===== src/rtl/jtoutrun_fetch_pkg.sv =====
// Shared definitions for the two-slot ROM fetch controller: SDRAM bank
// geometry, fetch FSM encoding and a saturating counter helper.
package jtoutrun_fetch_pkg;

    localparam int SDRAM_AW = 22;
    localparam int SDRAM_DW = 16;

    typedef enum logic [1:0] {
        ST_IDLE = 2'd0,
        ST_REQ  = 2'd1,
        ST_WAIT = 2'd2
    } fetch_state_t;

    // Increment that sticks at all-ones instead of wrapping.
    function automatic logic [15:0] sat_inc(input logic [15:0] v);
        return (v == 16'hFFFF) ? v : v + 16'd1;
    endfunction

endpackage


===== src/rtl/jtoutrun_fetch_cache.sv =====
// Single-entry read cache for one fetch slot. Holds the last fetched word
// with its slot address and a valid bit; hit/ok are combinational from the
// registered entry. An invalidate in the same cycle as a fill wins.
module jtoutrun_fetch_cache
    import jtoutrun_fetch_pkg::*;
#(
    parameter int AW = 17,
    parameter int DW = 16
)(
    input  logic          clk,
    input  logic          rst_n,
    input  logic          cs,
    input  logic [AW-1:0] addr,
    input  logic          clr,
    input  logic          wr,
    input  logic [AW-1:0] wr_addr,
    input  logic [DW-1:0] wr_data,
    output logic          hit,
    output logic          ok,
    output logic [DW-1:0] dout
);

    logic          valid;
    logic [AW-1:0] cached_addr;
    logic [DW-1:0] cached_data;

    // Cache entry: fill on wr, invalidate on clr (clr has priority on valid).
    always_ff @(posedge clk or negedge rst_n) begin
        if (!rst_n) begin
            valid       <= 1'b0;
            cached_addr <= '0;
            cached_data <= '0;
        end else begin
            if (wr) begin
                cached_addr <= wr_addr;
                cached_data <= wr_data;
            end
            if (clr)
                valid <= 1'b0;
            else if (wr)
                valid <= 1'b1;
        end
    end

    assign hit  = valid && (cached_addr == addr);
    assign ok   = cs && hit;
    assign dout = cached_data;

endmodule


===== src/rtl/jtoutrun_rom_2slot_fetch.sv =====
// Two-client ROM read controller for one SDRAM bank. Each slot caches its
// last fetched word; misses are arbitrated round-robin and served as one
// SDRAM burst (1 word for 16-bit slots, 2 words low-first for 32-bit slots).
// Optional build macro JTOUTRUN_FETCH_STATS_EN adds per-slot hit/miss
// counters sampled on the rising edge of each chip select.
module jtoutrun_rom_2slot_fetch
    import jtoutrun_fetch_pkg::*;
#(
    parameter int               SLOT0_AW     = 17,
    parameter int               SLOT0_DW     = 16,
    parameter int               SLOT1_AW     = 17,
    parameter int               SLOT1_DW     = 16,
    parameter logic [SDRAM_AW-1:0] SLOT1_OFFSET = 22'h0
)(
    input  logic                clk,
    input  logic                rst_n,
    input  logic                slot0_cs,
    input  logic [SLOT0_AW-1:0] slot0_addr,
    input  logic                slot0_clr,
    output logic                slot0_ok,
    output logic [SLOT0_DW-1:0] slot0_dout,
    input  logic                slot1_cs,
    input  logic [SLOT1_AW-1:0] slot1_addr,
    input  logic                slot1_clr,
    output logic                slot1_ok,
    output logic [SLOT1_DW-1:0] slot1_dout,
    output logic                sdram_req,
    output logic [SDRAM_AW-1:0] sdram_addr,
    input  logic                sdram_ack,
    input  logic                data_dst,
    input  logic                data_rdy,
    input  logic [SDRAM_DW-1:0] data_read
`ifdef JTOUTRUN_FETCH_STATS_EN
    ,
    output logic [15:0]         hit_cnt0,
    output logic [15:0]         miss_cnt0,
    output logic [15:0]         hit_cnt1,
    output logic [15:0]         miss_cnt1
`endif
);

    fetch_state_t          st, st_nxt;
    logic                  sel;        // slot owning the fetch in flight
    logic                  last_sel;   // slot granted most recently
    logic [SLOT0_AW-1:0]   lat_addr0;
    logic [SLOT1_AW-1:0]   lat_addr1;
    logic [31:0]           asm_r, asm_nxt;
    logic                  hit0, hit1, cand0, cand1, grant, start;
    logic                  wr0, wr1;
    logic [SDRAM_AW-1:0]   map0, map1;

    // Slot address to 16-bit SDRAM word address; wraps modulo 2^22.
    always_comb begin
        map0 = SDRAM_AW'(slot0_addr);
        if (SLOT0_DW == 32) map0 = map0 << 1;
        map1 = SDRAM_AW'(slot1_addr);
        if (SLOT1_DW == 32) map1 = map1 << 1;
        map1 = map1 + SLOT1_OFFSET;
    end

    // Miss candidates and round-robin grant favouring the slot not served last.
    always_comb begin
        cand0   = slot0_cs && !hit0;
        cand1   = slot1_cs && !hit1;
        grant   = (cand0 && cand1) ? ~last_sel : cand1;
        start   = (st == ST_IDLE) && (cand0 || cand1);
        asm_nxt = data_dst ? {data_read, asm_r[31:16]} : asm_r;
    end

    // FSM state register.
    always_ff @(posedge clk or negedge rst_n) begin
        if (!rst_n) st <= ST_IDLE;
        else        st <= st_nxt;
    end

    // FSM next state.
    always_comb begin
        st_nxt = st;
        case (st)
            ST_IDLE: if (cand0 || cand1) st_nxt = ST_REQ;
            ST_REQ:  if (sdram_ack)      st_nxt = ST_WAIT;
            ST_WAIT: if (data_rdy)       st_nxt = ST_IDLE;
            default:                     st_nxt = ST_IDLE;
        endcase
    end

    // FSM outputs: bank request and cache fill strobes.
    always_comb begin
        sdram_req = (st == ST_REQ);
        wr0       = (st == ST_WAIT) && data_rdy && !sel;
        wr1       = (st == ST_WAIT) && data_rdy &&  sel;
    end

    // Grant latch, SDRAM address and burst assembly.
    always_ff @(posedge clk or negedge rst_n) begin
        if (!rst_n) begin
            sel        <= 1'b0;
            last_sel   <= 1'b0;
            sdram_addr <= '0;
            lat_addr0  <= '0;
            lat_addr1  <= '0;
            asm_r      <= '0;
        end else begin
            if (start) begin
                sel        <= grant;
                last_sel   <= grant;
                sdram_addr <= grant ? map1 : map0;
                lat_addr0  <= slot0_addr;
                lat_addr1  <= slot1_addr;
            end
            if (st == ST_WAIT && data_dst)
                asm_r <= asm_nxt;
        end
    end

    jtoutrun_fetch_cache #(.AW(SLOT0_AW), .DW(SLOT0_DW)) u_cache0 (
        .clk     (clk),
        .rst_n   (rst_n),
        .cs      (slot0_cs),
        .addr    (slot0_addr),
        .clr     (slot0_clr),
        .wr      (wr0),
        .wr_addr (lat_addr0),
        .wr_data (asm_nxt[31 -: SLOT0_DW]),
        .hit     (hit0),
        .ok      (slot0_ok),
        .dout    (slot0_dout)
    );

    jtoutrun_fetch_cache #(.AW(SLOT1_AW), .DW(SLOT1_DW)) u_cache1 (
        .clk     (clk),
        .rst_n   (rst_n),
        .cs      (slot1_cs),
        .addr    (slot1_addr),
        .clr     (slot1_clr),
        .wr      (wr1),
        .wr_addr (lat_addr1),
        .wr_data (asm_nxt[31 -: SLOT1_DW]),
        .hit     (hit1),
        .ok      (slot1_ok),
        .dout    (slot1_dout)
    );

`ifdef JTOUTRUN_FETCH_STATS_EN
    logic cs0_q, cs1_q;

    // Hit/miss statistics on each rising edge of a slot chip select.
    always_ff @(posedge clk or negedge rst_n) begin
        if (!rst_n) begin
            cs0_q     <= 1'b0;
            cs1_q     <= 1'b0;
            hit_cnt0  <= '0;
            miss_cnt0 <= '0;
            hit_cnt1  <= '0;
            miss_cnt1 <= '0;
        end else begin
            cs0_q <= slot0_cs;
            cs1_q <= slot1_cs;
            if (slot0_cs && !cs0_q) begin
                if (hit0) hit_cnt0  <= sat_inc(hit_cnt0);
                else      miss_cnt0 <= sat_inc(miss_cnt0);
            end
            if (slot1_cs && !cs1_q) begin
                if (hit1) hit_cnt1  <= sat_inc(hit_cnt1);
                else      miss_cnt1 <= sat_inc(miss_cnt1);
            end
        end
    end
`endif

endmodule


===== config.mk =====
export PLATFORM = sky130hd
export DESIGN_NAME = jtoutrun_rom_2slot_fetch
export DESIGN_NICKNAME = d
export VERILOG_FILES = /design/src/rtl/jtoutrun_fetch_pkg.sv /design/src/rtl/jtoutrun_fetch_cache.sv /design/src/rtl/jtoutrun_rom_2slot_fetch.sv
export SDC_FILE = /design/constraint.sdc
export NUM_CORES = 1
export LEC_CHECK = 0
export ABC_AREA = 1
export BUFFER_PORTS_ARGS = -buffer_cell sky130_fd_sc_hd__buf_2
export CORE_MARGIN = 2
export CORE_UTILIZATION = 45
export DETAILED_ROUTE_END_ITERATION = 8
export PLACE_DENSITY = 0.67
export SYNTH_ARGS = -nofsm -noshare
export SYNTH_HDL_FRONTEND = slang
export SYNTH_SLANG_ARGS = --single-unit

===== constraint.sdc =====
create_clock -name clk -period 2.1 [get_ports clk]
set_clock_uncertainty 0.05 [all_clocks]
set_input_delay 0.105 -clock clk [delete_from_list [all_inputs] [get_ports clk]]
set_output_delay 0.105 -clock clk [all_outputs]
set_load 0.05 [all_outputs]

==> results.txt, run 1 <==
Crit path max-delay cell type -> dlygate4sd3_1
Count of antenna diodes in the layout -> 0
Launch point of the worst path -> slot0_addr[8]
Area occupied by registers -> 3453 um2
CP dominant cell by count -> nor2_1
Number of rows in the core area -> 43
Crit Path Max Fanout -> 3
Via count of the first global-routing pass -> 5557
Area of the core -> 13990 um2
Clock Tree Buf Depth -> 2
Max-Slew Margin vs Limit -> 41.78%
# IOs -> 116
Cells taking the most area after synthesis -> dfrtp_1 (53%), nand2_1 (21%), o21ai_0 (5.6%)
Root Buffer Master -> clkbuf_16
Setup CP Type -> in2out
Max-slew violation count -> 0
Proportion of synthesized chip area in sequential cells -> 53.29%
Total of endpoints with negative setup slack in the final report -> 0
Fin cells -> 1172
Average wire per cell in the routed design -> 14.37 um
Origin of the critical flop-to-flop path -> u_cache1.cached_addr[0]
TritonCTS clock tree -> done
Net total in the final layout -> 1038
Post-CTS setup repair buffer count -> 0
Yosys top cell by area -> dfrtp_1
Number of input and output port buffers inserted -> 110
Half-perimeter wire length of the detailed placement result -> 11550 um
Leakage dissipation -> 4.480 nW
Total number of clock tree sinks -> 138
Number of design rule violations left after detail routing -> 0
Most used flip-flop cell after synthesis -> dfrtp_1
Global-route wire length before repair -> 27420 um
Number of flops mapped to enable cells by yosys -> 0
Share of flip-flops with an asynchronous set or reset -> 100.0%
Clock latency of the later-clocked register in the worst-skew pair -> 0.43 ns
Post-route ant nets -> 0
# placed instances -> 1087
Unique cell type count in the Yosys netlist -> 34
Area overhead of the layout relative to synthesis -> 29.06%
Clock Pin Slew Worst Setup and Hold Paths -> 0.06 ns
Util after Layout -> 59.79%
Fraction of synthesized cell area taken by the top area cell type -> 53.29%
Floorplan die area -> 15380 um2
Path depth of the worst reg2reg path -> 12
Worst Hold Launch -> data_read[8]
Kind of launch point of the worst setup path -> primary input
Synthesized area divided by synthesized cell count -> 7.922 um2
Number of storage elements in the synthesis netlist -> 138
Fraction of final layout cells with drive strength greater than 1 -> 19.56%
Final-layout setup total negative slack -> 0 ns
Last weighted congestion value of the routability-driven placer -> 0.9117
Starting density of the core -> 46.32%
Iteration-0 DRC Markers -> 362
Most frequent cells in the layout -> nand2_1 (368), dfrtp_1 (138), buf_2 (106)
Cell area after synthesis -> 6480 um2
Power per Cell Area -> 1513 nW/um2
Final Hold Fails -> 0
Most common cell after layout, fill and taps aside -> nand2_1
Total area of multi-input combinational cells -> 2502 um2
Worst path arrival time -> 1.82 ns
Outcome -> finished, final reports clean
Count of TritonRoute iterations in the first routing pass -> 5
CTS buffer count -> 17
Period utilisation layout -> 94.13%
Maximum number of pins on one net before global-route repair -> 54
CP cell instances -> dlygate4sd3_1 > buf_2 > xnor2_1 > nand2_1 > nor2_1 > nand3_4 > nor2_1 > clkbuf_4
Post-route minimum period -> 1.977 ns
Total Routed Length -> 16840 um
Global router's overall resource usage -> 23.72%
Hold Crit Depth -> 5
Max_cap viols -> 0
Worst endpoint required time -> 1.95 ns
Slew at the pin with the worst max-slew slack -> 0.8723 ns
Number of H-tree levels -> 4
Global route overflow -> 0
Fill cell total of the finished layout -> 1271
Antenna violations before repair -> 0
Height of the die -> 124 um
Class of the tightest hold or removal check -> in2reg
Sort of element at the end of the critical path -> output pin
IR drop worst, VDD -> 0.001016 V
Vias -> 5650
Mean number of vias per cell -> 4.821
Horizontal die dimension -> 124 um
Post-synthesis instance total -> 818
YS warnings -> 0
Largest stage delay on the critical path -> 0.56 ns
Peak Freq -> 0.5059 GHz
RSZ-0062 raised after global routing -> yes
-- where the power goes --
part / total [mW] / switching, mW / leakage [nW] / internal, mW
registers: 4.56 / 0.694 / 1.73 / 3.87
logic: 4.88 / 3.49 / 2.44 / 1.39
clock network: 3.21 / 1.19 / 0.307 / 2.02
-- worst max-delay path, delay by kind of cell --
kind          cells  cell delay [ns]
buf+inv           3             0.97
xor+xnor          1             0.17
simple gates      4             0.58
-- registers in the layout, indices dropped and copies added, names as in the netlist --
name	count
asm_r	16
last_sel	1
lat_addr0	17
lat_addr1	17
sdram_addr	17
st	2
u_cache0.cached_addr	17
u_cache0.dout	16
u_cache0.valid	1
u_cache1.cached_addr	17
u_cache1.dout	16
u_cache1.valid	1
-- cell families after synthesis --
group	count (synthesis)	share of synthesized area, %
buffers and inverters	120	8.728
XOR/XNOR	9	1.217
flip-flops	138	53.29
other	1	0.05787
AO/OA/AOI/OAI	105	8.689
AND/OR/NAND/NOR	445	28.02
-- layout make-up --
type / count / area share, %
clock buffers: 18 / 5.251
clock inverters: 14 / 2.319
inverters: 85 / 3.905
multi-input cells: 564 / 29.92
flip-flops and latches: 138 / 41.29
well taps: 180 / 2.693
repair buffers: 173 / 14.62
-- metal layers --
metal / track usage [%] / part of all wire [%] / vias to the layer above
met5: 0 / 0 / -
li1: - / - / 2829
met1: 30.90 / 45 / 2619
met4: 8.989 / 2.5 / 0
met3: 5.998 / 6.2 / 30
met2: 38.29 / 46 / 172
-- synth_stat cells (2+ instances only) --
library cell and count:
o21ai_1 20, buf_2 2, nand2_2 6, inv_1 70, nor4_1 2, dfrtp_1 138, buf_6 10, clkbuf_1 15
nand3_1 27, nand3_4 2, o21ai_0 72, nor2_1 28, inv_2 12, nand2_1 370, nand2_8 2, buf_4 8
o22ai_1 2, o21ai_2 7, or2_1 2, xnor2_1 9
-- through the flow --
step	hold WS (ns)	instance area, um2	worst slack (ns)	total power, mW
after CTS	0.02977	8319	0.02357	12.69
after floorplan	-0.2406	6495	0.3603	8.225
after global routing	0.08383	8363	0.005035	13.55
final	0.03998	8363	0.1233	12.65
after detailed placement	0.04761	7156	0.2961	9.360
after global placement	0.04669	7156	0.3286	9.253
-- worst paths after layout --
| path | to | slack (ns) |
|---|---|---|
| setup / recovery | slot0_ok | 0.12 |
| hold / removal | asm_r[24] | 0.04 |
| setup reg to reg | sdram_addr[8] | 0.29 |
| hold reg to reg | u_cache1.dout[5] | 0.41 |
| max in group asynchronous | u_cache1.dout[8] | 1.20 |
| min in group asynchronous | sdram_addr[1] | 0.15 |
-- timing repair --
action / 4_1_cts / 5_1_grt
endpoints found under the hold margin: 115 / 0
gates resized for setup: 0 / 13
endpoints found under the setup margin: 0 / 3
hold buffers: 53 / 0
Power figures use the tool's default switching activity.
==> run 2, diff against run 1 <==
Clock period 2.1 ns to 2.08 ns, I/O delays scaled along.
==> run 2 against run 1 <==
  * Combinational power is essentially flat
  * Sequential share of layout area grew 0.29 points
  * Clock power shrank 4%
  * Via count is essentially flat
  * Critical path depth grew 1
  * Global-route usage shrank 0.43 points
  * Register-to-register slack lost 0.06 ns
  * Hold slack lost 0.026 ns
  * Clock-buffer cell count grew 1
  * Highest routed layer unchanged
==> results.txt, run 2 (synthesis results as in run 1) <==
Period utilisation layout -> 97.55%
Number of H-tree levels -> 4
CTS buffer count -> 17
Horizontal die dimension -> 124 um
Path depth of the worst reg2reg path -> 13
Class of the tightest hold or removal check -> in2reg
Final-layout setup total negative slack -> 0 ns
IR drop worst, VDD -> 0.0007682 V
Global route overflow -> 0
Half-perimeter wire length of the detailed placement result -> 11530 um
Max-Slew Margin vs Limit -> 43.38%
RSZ-0062 raised after global routing -> yes
Worst endpoint required time -> 1.93 ns
Iteration-0 DRC Markers -> 327
Leakage dissipation -> 4.476 nW
Area overhead of the layout relative to synthesis -> 28.15%
Power spent charging and discharging nets -> 5.350 mW
Pre-CTS setup slack -> 0.2741 ns
Setup CP Type -> in2out
Total Routed Length -> 16800 um
Clock Pin Slew Worst Setup and Hold Paths -> 0.06 ns
Total of endpoints with negative setup slack in the final report -> 0
Number of input and output port buffers inserted -> 110
Floorplan die area -> 15380 um2
Count of antenna diodes in the layout -> 0
Max-slew violation count -> 0
Launch point of the worst path -> slot1_addr[15]
Fill cell total of the finished layout -> 1300
Crit path max-delay cell type -> dlygate4sd3_1
Post-route minimum period -> 2.029 ns
Most common cell after layout, fill and taps aside -> nand2_1
Vias -> 5647
Worst path arrival time -> 1.88 ns
Global router's overall resource usage -> 23.29%
Area of the core -> 13990 um2
Count of TritonRoute iterations in the first routing pass -> 7
Peak Freq -> 0.4928 GHz
TritonCTS clock tree -> done
Slew at the pin with the worst max-slew slack -> 0.8483 ns
Crit Path Max Fanout -> 4
Power per Cell Area -> 1516 nW/um2
Largest stage delay on the critical path -> 0.55 ns
Fraction of final layout cells with drive strength greater than 1 -> 19.34%
Clock power frac -> 24.6%
Max_cap viols -> 0
Last weighted congestion value of the routability-driven placer -> 0.9122
Antenna violations before repair -> 0
Via count of the first global-routing pass -> 5530
Final instance area -> 8304 um2
Net total in the final layout -> 1039
Minimum setup slack in the final design -> 0.05091 ns
Share of total power consumed by net switching -> 42.51%
Average wire per cell in the routed design -> 14.32 um
Kind of launch point of the worst setup path -> primary input
Total number of clock tree sinks -> 138
Post-route ant nets -> 0
Util after Layout -> 59.36%
Starting density of the core -> 46.32%
Root Buffer Master -> clkbuf_16
Most frequent cells in the layout -> nand2_1 (370), dfrtp_1 (138), buf_2 (105)
Sequential fraction of design power -> 36.5%
Outcome -> finished, final reports clean
Part of the total power dissipated in combinational logic -> 39.0%
CP cell instances -> dlygate4sd3_1 > buf_2 > inv_1 > o21ai_0 > o21bai_1 > nor4_1 > nand3_1 > nor2_2 > buf_6
Termination of the worst setup path -> slot1_ok
Total Power -> 12.59 mW
Endpoint of the most critical register-to-register path -> lat_addr0[15]
Clock Tree Buf Depth -> 2
Clock latency of the later-clocked register in the worst-skew pair -> 0.42 ns
Standard cell area after detailed placement -> 7158 um2
Number of rows in the core area -> 43
Final Hold Fails -> 0
Origin of the critical flop-to-flop path -> u_cache1.cached_addr[1]
Cell Int Power -> 7.236 mW
Fin cells -> 1173
Number of design rule violations left after detail routing -> 0
# IOs -> 116
Height of the die -> 124 um
Mean number of vias per cell -> 4.814
Sort of element at the end of the critical path -> output pin
R2r setup slk -> 0.23 ns
Post-route worst hold slack -> 0.01440 ns
Global-route wire length before repair -> 27130 um
# placed instances -> 1089
Maximum number of pins on one net before global-route repair -> 52
[run 2: changes by cell type in the layout (fill, tap and decap cells not counted), sizes merged]
cell,change
bufinv,-1
buf,+3
clkinvlp,-1
inv,-3
dlygate4sd3,-2
dlymetal6s4s,+1
clkinv,+4
[run 2: repair_timing]
item                                    in CTS  in global routing
resized for setup                            0                  9
endpoints found under the hold margin      107                  0
endpoints found under the setup margin       0                  2
hold buffers                                52                  0
setup buffers                                0                  1
[run 2: how the worst min path moves through the flow]
stage / start / to / slack [ns] / cells after the start
after floorplan: rst_n / asm_r[16] / -0.24 / 0
after global placement: rst_n / lat_addr0[1] / 0.05 / 1
after detailed placement: rst_n / sdram_addr[1] / 0.04 / 1
after CTS: slot1_addr[12] / lat_addr1[12] / 0.005 / 3
after global routing: slot1_addr[12] / lat_addr1[12] / 0.05 / 3
final: slot1_addr[12] / lat_addr1[12] / 0.01 / 3
[run 2: cell type report]
| cell class | instances | area, um2 | area share [%] |
|---|---|---|---|
| flip-flops and latches | 138 | 3453 | 41.59 |
| multi-input cells | 564 | 2484 | 29.91 |
| repair buffers | 174 | 1212 | 14.60 |
| clock buffers | 19 | 452.9 | 5.454 |
| inverters | 85 | 326.6 | 3.932 |
| well taps | 180 | 225.2 | 2.712 |
| clock inverters | 13 | 150.1 | 1.808 |
[run 2: worst max-delay path, delay by kind of cell]
family                 cells  cell delay, ns
buffers and inverters      4            0.99
AO/OA/AOI/OAI              2            0.24
AND/OR/NAND/NOR            3            0.54
[run 2: metal layers]
| layer | track usage [%] | share of wire, % | up-vias | wire (um) |
|---|---|---|---|---|
| met5 | 0 | 0 | - | 0 |
| met4 | 6.952 | 1.5 | 0 | 250 |
| met3 | 5.998 | 5.5 | 21 | 926 |
| met2 | 37.71 | 47 | 165 | 7833 |
| met1 | 30.97 | 46 | 2628 | 7793 |
| li1 | - | - | 2833 | - |
[run 2: power groups by stage]
stage                     registers (mW)  logic (mW)  clock network, mW
after floorplan                     5.90        2.41                  0
after global placement              4.59        4.77                  0
after detailed placement            4.59        4.85                  0
after CTS                           4.58        4.93               3.13
after global routing                4.75        5.45               3.24
final                               4.59        4.90               3.09
